===== src/rtl/color_sequencer_pkg.sv =====
// Shared encodings for the colour sequencer: mode codes and the ping-pong direction.
package color_seq_pkg;

  typedef enum logic [1:0] {
    MODE_UP       = 2'b00,
    MODE_DOWN     = 2'b01,
    MODE_PINGPONG = 2'b10,
    MODE_HOLD     = 2'b11
  } mode_e;

  typedef enum logic {
    DIR_UP   = 1'b0,
    DIR_DOWN = 1'b1
  } dir_e;

endpackage


===== src/rtl/color_sequencer_if.sv =====
// Control/status bundle between the display controller and the colour sequencer.
interface color_sequencer_if #(
  parameter int COLOR_W = 4,
  parameter int DWELL_W = 8
);

  logic               en;
  logic [1:0]         mode;
  logic [DWELL_W-1:0] dwell;
  logic               load;
  logic [COLOR_W-1:0] load_color;
  logic [COLOR_W-1:0] color;
  logic               step;
  logic               wrap;

  modport master (
    output en, mode, dwell, load, load_color,
    input  color, step, wrap
  );

  modport slave (
    input  en, mode, dwell, load, load_color,
    output color, step, wrap
  );

endinterface


===== src/rtl/color_sequencer_dwell_timer.sv =====
// Counts enabled cycles spent on the current colour; tick flags the cycle that ends the dwell.
module dwell_timer #(
  parameter int DWELL_W = 8
) (
  input  logic               clk,
  input  logic               rst,
  input  logic               en,
  input  logic               clear,
  input  logic [DWELL_W-1:0] dwell,
  output logic               tick
);

  logic [DWELL_W-1:0] dwellCnt_q;
  logic [DWELL_W-1:0] dwellCnt_d;

  // >= rather than == so that shrinking dwell below the count steps immediately
  assign tick = en && (dwellCnt_q >= dwell);

  always_comb begin
    dwellCnt_d = dwellCnt_q;
    if (clear) begin
      dwellCnt_d = '0;
    end else if (tick) begin
      dwellCnt_d = '0;
    end else if (en) begin
      dwellCnt_d = dwellCnt_q + 1'b1;
    end
  end

  always_ff @(posedge clk) begin
    if (rst) begin
      dwellCnt_q <= '0;
    end else begin
      dwellCnt_q <= dwellCnt_d;
    end
  end

endmodule


===== src/rtl/color_sequencer.sv =====
// Colour-index generator: walks color through [MIN_COLOR, MAX_COLOR] in up, down,
// ping-pong or hold mode, emitting registered step/wrap strobes for frame sync.
module color_sequencer
  import color_seq_pkg::*;
#(
  parameter int COLOR_W   = 4,
  parameter int MIN_COLOR = 2,
  parameter int MAX_COLOR = 5,
  parameter int DWELL_W   = 8
) (
  input logic               clk,
  input logic               rst,
  color_sequencer_if.slave  bus
);

  // One extra bit keeps +1 safe when MAX_COLOR is the largest code
  localparam logic [COLOR_W:0] MinX       = (COLOR_W+1)'(MIN_COLOR);
  localparam logic [COLOR_W:0] MaxX       = (COLOR_W+1)'(MAX_COLOR);
  localparam logic             Degenerate = (MIN_COLOR == MAX_COLOR);

  logic [COLOR_W-1:0] color_q, color_d;
  dir_e               dir_q, dir_d;
  logic               step_q, step_d;
  logic               wrap_q, wrap_d;

  logic               holdMode;
  logic               clear;
  logic               tick;
  logic               stepEvent;
  logic [COLOR_W:0]   colorX;
  logic [COLOR_W:0]   loadX;
  logic [COLOR_W:0]   nextX;

  assign holdMode  = (mode_e'(bus.mode) == MODE_HOLD);
  assign clear     = bus.load | (bus.en & holdMode);
  assign stepEvent = tick & ~bus.load & ~holdMode;
  assign colorX    = {1'b0, color_q};
  assign loadX     = {1'b0, bus.load_color};

  dwell_timer #(
    .DWELL_W (DWELL_W)
  ) u_timer (
    .clk   (clk),
    .rst   (rst),
    .en    (bus.en),
    .clear (clear),
    .dwell (bus.dwell),
    .tick  (tick)
  );

  always_comb begin
    dir_d  = dir_q;
    step_d = 1'b0;
    wrap_d = 1'b0;
    nextX  = colorX;
    if (bus.load) begin
      if (loadX < MinX) begin
        nextX = MinX;
      end else if (loadX > MaxX) begin
        nextX = MaxX;
      end else begin
        nextX = loadX;
      end
      dir_d = DIR_UP;
    end else if (stepEvent) begin
      step_d = 1'b1;
      case (mode_e'(bus.mode))
        MODE_UP: begin
          if (colorX >= MaxX) begin
            nextX  = MinX;
            wrap_d = 1'b1;
          end else begin
            nextX = colorX + 1'b1;
          end
        end
        MODE_DOWN: begin
          if (colorX <= MinX) begin
            nextX  = MaxX;
            wrap_d = 1'b1;
          end else begin
            nextX = colorX - 1'b1;
          end
        end
        MODE_PINGPONG: begin
          // A single-colour range only flips direction; every turn counts as a wrap
          if (dir_q == DIR_UP) begin
            if (colorX >= MaxX) begin
              dir_d  = DIR_DOWN;
              nextX  = Degenerate ? MaxX : MaxX - 1'b1;
              wrap_d = Degenerate;
            end else begin
              nextX = colorX + 1'b1;
            end
          end else begin
            if (colorX <= MinX) begin
              dir_d  = DIR_UP;
              nextX  = Degenerate ? MinX : MinX + 1'b1;
              wrap_d = 1'b1;
            end else begin
              nextX = colorX - 1'b1;
            end
          end
        end
        default: begin
          nextX = colorX;
        end
      endcase
    end
    color_d = nextX[COLOR_W-1:0];
  end

  always_ff @(posedge clk) begin
    if (rst) begin
      color_q <= MinX[COLOR_W-1:0];
      dir_q   <= DIR_UP;
      step_q  <= 1'b0;
      wrap_q  <= 1'b0;
    end else begin
      color_q <= color_d;
      dir_q   <= dir_d;
      step_q  <= step_d;
      wrap_q  <= wrap_d;
    end
  end

  assign bus.color = color_q;
  assign bus.step  = step_q;
  assign bus.wrap  = wrap_q;

endmodule


===== src/flat_wrapper.sv =====
// flat-port wrapper written by rule: the top's interface ports become plain ports
module color_sequencer_flat import color_seq_pkg::*;
#(
  parameter int COLOR_W   = 4,
  parameter int MIN_COLOR = 2,
  parameter int MAX_COLOR = 5,
  parameter int DWELL_W   = 8
)
  (clk, rst, bus_en, bus_mode, bus_dwell, bus_load, bus_load_color, bus_color, bus_step, bus_wrap);
  color_sequencer_if #(.COLOR_W(COLOR_W), .DWELL_W(DWELL_W)) bus_i ();
  input logic clk;
  input logic rst;
  input wire logic [$bits(bus_i.en)-1:0] bus_en;
  input wire logic [$bits(bus_i.mode)-1:0] bus_mode;
  input wire logic [$bits(bus_i.dwell)-1:0] bus_dwell;
  input wire logic [$bits(bus_i.load)-1:0] bus_load;
  input wire logic [$bits(bus_i.load_color)-1:0] bus_load_color;
  output wire logic [$bits(bus_i.color)-1:0] bus_color;
  output wire logic [$bits(bus_i.step)-1:0] bus_step;
  output wire logic [$bits(bus_i.wrap)-1:0] bus_wrap;
  assign bus_i.en = bus_en;
  assign bus_i.mode = bus_mode;
  assign bus_i.dwell = bus_dwell;
  assign bus_i.load = bus_load;
  assign bus_i.load_color = bus_load_color;
  assign bus_color = bus_i.color;
  assign bus_step = bus_i.step;
  assign bus_wrap = bus_i.wrap;
  color_sequencer #(.COLOR_W(COLOR_W), .MIN_COLOR(MIN_COLOR), .MAX_COLOR(MAX_COLOR), .DWELL_W(DWELL_W)) u_core (.clk(clk), .rst(rst), .bus(bus_i));
endmodule

===== config.mk =====
export PLATFORM = sky130hd
export DESIGN_NAME = color_sequencer_flat
export DESIGN_NICKNAME = d
export VERILOG_FILES = /design/src/rtl/color_sequencer_pkg.sv /design/src/rtl/color_sequencer_if.sv /design/src/rtl/color_sequencer_dwell_timer.sv /design/src/rtl/color_sequencer.sv /design/src/flat_wrapper.sv
export SDC_FILE = /design/constraint.sdc
export NUM_CORES = 1
export LEC_CHECK = 0
export ABC_CLOCK_PERIOD_IN_PS = 2300
export CELL_PAD_IN_SITES_DETAIL_PLACEMENT = 0
export CELL_PAD_IN_SITES_GLOBAL_PLACEMENT = 2
export CORE_MARGIN = 4
export CORE_UTILIZATION = 28
export DETAILED_ROUTE_END_ITERATION = 10
export HOLD_SLACK_MARGIN = 0.1
export PLACE_DENSITY = 0.76
export SYNTH_ARGS = -nofsm -noshare
export SYNTH_HDL_FRONTEND = slang
export SYNTH_HIERARCHICAL = 1
export SYNTH_SLANG_ARGS = --single-unit
export TNS_END_PERCENT = 1

===== constraint.sdc =====
create_clock -name clk -period 2.3 [get_ports clk]
set_clock_uncertainty 0.1 [all_clocks]
set_input_delay 0.23 -clock clk [delete_from_list [all_inputs] [get_ports clk]]
set_output_delay 0.23 -clock clk [all_outputs]
set_load 0.05 [all_outputs]

==> results of run 1 <==
==> worst reg2reg max path, stage by stage (launching register included) <==
cell	delay (ns)
dfxtp_2	0.34
ha_4	0.26
and3_4	0.18
o2111a_1	0.17
a22o_1	0.16
nor3b_4	0.24
o31a_4	0.23
o21ai_2	0.06
a311oi_2	0.27
o21ai_1	0.10
==> synth_stat cells (all sizes together), types with 2 or more instances <==
master	instances	area (um^2)
nor4	10	121
inv	16	60.1
nand2b	4	25.0
ha	17	213
a21o	2	16.3
a22o	2	17.5
xor2	3	26.3
nor2	9	33.8
nand4	3	18.8
a211oi	2	15.0
o21ai	11	55.1
dfxtp	15	300
a311oi	2	17.5
a21oi	7	35.0
or3	2	12.5
xnor2	4	35.0
nand3	4	20.0
buf	8	55.1
nand2	11	41.3
nor3b	3	27.5
nor2b	3	18.8
==> repair_timing <==
item | CTS | global route
pin swaps | 8 | 11
hold buffers | 0 | 0
setup buffers | 1 | 1
endpoints found under the setup margin | 4 | 5
gates resized for setup | 12 | 11
==> final timing paths <==
path	startpoint	end	cells past startpoint
setup / recovery	u_core/u_timer/dwellCnt_q[6]$_SDFFE_PP0P_	u_core/bus.color[1]$_SDFFE_PP1P_	9
hold / removal	u_core/dir_q$_SDFFE_PP0P_	u_core/dir_q$_SDFFE_PP0P_	2
setup reg to reg	u_core/u_timer/dwellCnt_q[6]$_SDFFE_PP0P_	u_core/bus.color[1]$_SDFFE_PP1P_	9
hold reg to reg	u_core/dir_q$_SDFFE_PP0P_	u_core/dir_q$_SDFFE_PP0P_	2
==> cell type report <==
| class | count | share of cell area |
|---|---|---|
| clock inverters | 1 | 0.00273 |
| inverters | 16 | 0.0328 |
| repair buffers | 39 | 0.194 |
| multi-input cells | 116 | 0.545 |
| well taps | 52 | 0.0355 |
| clock buffers | 3 | 0.0226 |
| flip-flops and latches | 15 | 0.167 |
==> layout by cell type (no fill, tap or decap), types with 4 or more instances in the layout <==
master / synthesis / routed
nand2b_1: 4 / 4
buf_4: 2 / 15
nand2_1: 11 / 10
dfxtp_1: 15 / 12
ha_4: 0 / 4
o21ai_0: 7 / 4
nor2_1: 9 / 8
inv_1: 16 / 13
xnor2_1: 4 / 4
a21oi_1: 7 / 7
nor4_2: 7 / 7
o21ai_1: 4 / 6
clkdlybuf4s50_1: 0 / 18
nand3_1: 4 / 4
ha_1: 17 / 13
==> layer usage <==
metal  vias to the layer above  global-route usage  share of wire
li1                        628                   -              -
met5                         -                   0              0
met4                         0              0.0217         0.0042
met2                        24               0.181           0.44
met3                         2              0.0307          0.043
met1                       564               0.154           0.51
==> where the power goes <==
group	internal, mW	switching, mW	total (mW)
sequential	0.264	0.00679	0.271
combinational	0.0836	0.102	0.186
clock	0.120	0.0954	0.215
total	0.467	0.204	0.672
==> sequential cells by signal, indices dropped and copies added, names as in the netlist <==
signal / flops
u_core/bus.color: 4
u_core/bus.wrap: 1
u_core/bus.step: 1
u_core/u_timer/dwellCnt_q: 8
u_core/dir_q: 1
==> cell families after synthesis <==
| group | count (synthesis) | share of synthesized area |
|---|---|---|
| AOI/OAI and AO/OA | 34 | 0.175 |
| adders and majority gates | 18 | 0.169 |
| muxes | 1 | 0.00761 |
| buffers and inverters | 24 | 0.0875 |
| and+or+nand+nor | 56 | 0.285 |
| xor gates and xnor gates | 7 | 0.0466 |
| DFF | 15 | 0.228 |
==> impl_metrics.py, run 1 <==
metrics = {
    "outcome": {
        "outcome": "finished clean",
    },
    "drt": {
        "drc_errors": 0,
        "ant_nets": 0,
        "drt_iter0_drc": 32,
        "num_vias": 1218,
        "viasPerCell": 5.03,
        "wl_per_cell_um": 13.7,
        "wl_um": 3310,
        "first_pass_iters": 4,
    },
    "place": {
        "gp_congestion": 0.818,
        "portBuffers": 23,
        "dp.cells": 236,
        "pre_cts_slack_ns": -0.407,
        "place_area_mm2": 0.00170,
        "dp.final_hpwl_um": 2560,
    },
    "cts": {
        "cts_buffers": 3,
        "cts.clk_slew.worst_paths_ns": 0.07,
        "root_buffer": "clkbuf_8",
        "clock_latency_ns": 0.25,
        "cts_tree": "yes",
        "clk_path_buf_depth": 2,
        "cts.sinks": 15,
        "h-tree-depth": 1,
    },
    "finish": {
        "final_cells": 242,
        "synthToLayoutAreaGrowth_pct": 39.2,
        "multi_input_comb_area_um2": 997,
        "fin_nets": 226,
        "regArea_um2": 307,
        "fillCellCount": 443,
        "drive_above_1_share": 0.253,
        "final_util": 0.412,
        "antenna_cells": 0,
        "design_area_mm2": 0.00183,
    },
    "pwr": {
        "p_leak_nw": 0.731,
        "finalPower_mw": 0.672,
        "power_density_mw_per_mm2": 367,
        "ir_drop_mv": 0.246,
    },
    "synth": {
        "syn_nets": 190,
        "synth_edf_count": 0,
        "ys.flop_type": "dfxtp_1",
        "syn_avg_cell_area_um2": 8.48,
        "yosysWarnings": 6,
        "synth-seq-cells": 15,
        "async_reset_ff_frac": 0,
        "syn_inst": 155,
        "syn_area_mm2": 0.00132,
        "ys_seq_area_frac": 0.228,
        "yosysUniqueCellTypes": 46,
    },
    "global_routing": {
        "grt_overflow": 0,
        "grt_max_degree": 15,
        "grt_pass1_vias": 1201,
        "antenna_found_initial": 0,
        "grtUsageTotal": 0.114,
        "grt_pass1_wl_um": 5580,
    },
    "timing": {
        "final.setup.tns_ns": 0,
        "final_hold_viol_count": 0,
        "fmax_ghz": 0.450,
        "grt_setup_unrepaired": "yes",
        "holdWs_ns": 0.498,
        "min_period_ns": 2.22,
        "tightest_slew_ns": 0.503,
        "finalSetupViolCount": 0,
        "max_slew_margin": 0.663,
        "drv_slew": 0,
        "period_share": 0.967,
        "final.setup.worst_slack_ns": 0.0759,
    },
    "floorplan": {
        "die_area_mm2": 0.00586,
        "rows": 24,
        "core_area_mm2": 0.00444,
        "ios": 24,
        "fp.dieW_um": 76.5,
        "die_h_um": 76.5,
        "start_util": 0.296,
    },
    "worst_setup_path": {
        "crit_required_ns": 2.34,
        "start_kind": "flip-flop",
        "crit_chain": "ha_4, and3_4, o2111a_1, a22o_1, nor3b_4, o31a_4, o21ai_2, a311oi_2, o21ai_1",
        "crit_path_max_incr_delay_ns": 0.34,
        "r2r_slack_ns": 0.08,
        "arrival_ns": 2.26,
        "critPathSlowestCell": "dfxtp_2",
        "worstPathBufferInverterCount": 0,
        "path_delay_family": "compound AO/OA/AOI/OAI gates",
        "crit_type": "flip-flop to flip-flop",
        "critPathCaptureType": "flip-flop",
        "worstPathMaxFanout": 4,
    },
    "worst_hold_path": {
        "min_path_type": "flip-flop to flip-flop",
    },
    "flow_run": {
        "max_cap_violations": 0,
    },
}
(Power assumes the default switching activity.)
==> inputs of run 2 (changes only) <==
--- a/config.mk
+++ b/config.mk
@@ -10,6 +10,7 @@
 export CELL_PAD_IN_SITES_GLOBAL_PLACEMENT = 2
 export CORE_MARGIN = 4
 export CORE_UTILIZATION = 28
+export CTS_CLUSTER_SIZE = 14
 export DETAILED_ROUTE_END_ITERATION = 10
 export HOLD_SLACK_MARGIN = 0.1
 export PLACE_DENSITY = 0.76
==> constraint.sdc (replaced) <==
create_clock -name clk -period 2.3 [get_ports clk]
set_clock_uncertainty 0.1 [all_clocks]
set_input_delay 0.23 -clock clk [delete_from_list [all_inputs] [get_ports clk]]
set_output_delay 0.23 -clock clk [all_outputs]
set_load 0.02 [all_outputs]
==> results of run 2 <==
The final DEF is identical to that of run 1. Status: finished clean.
Among the figures that moved: total power 0.672 mW -> 0.663 mW
==> inputs of run 3 (changes only) <==
--- a/config.mk
+++ b/config.mk
@@ -6,6 +6,7 @@
 export NUM_CORES = 1
 export LEC_CHECK = 0
 export ABC_CLOCK_PERIOD_IN_PS = 2300
+export CAP_MARGIN = 10
 export CELL_PAD_IN_SITES_DETAIL_PLACEMENT = 0
 export CELL_PAD_IN_SITES_GLOBAL_PLACEMENT = 2
 export CORE_MARGIN = 4
==> results of run 3 <==
The final DEF is identical to that of run 1. Status: finished clean.
Among the figures that moved: total power 0.672 mW -> 0.663 mW
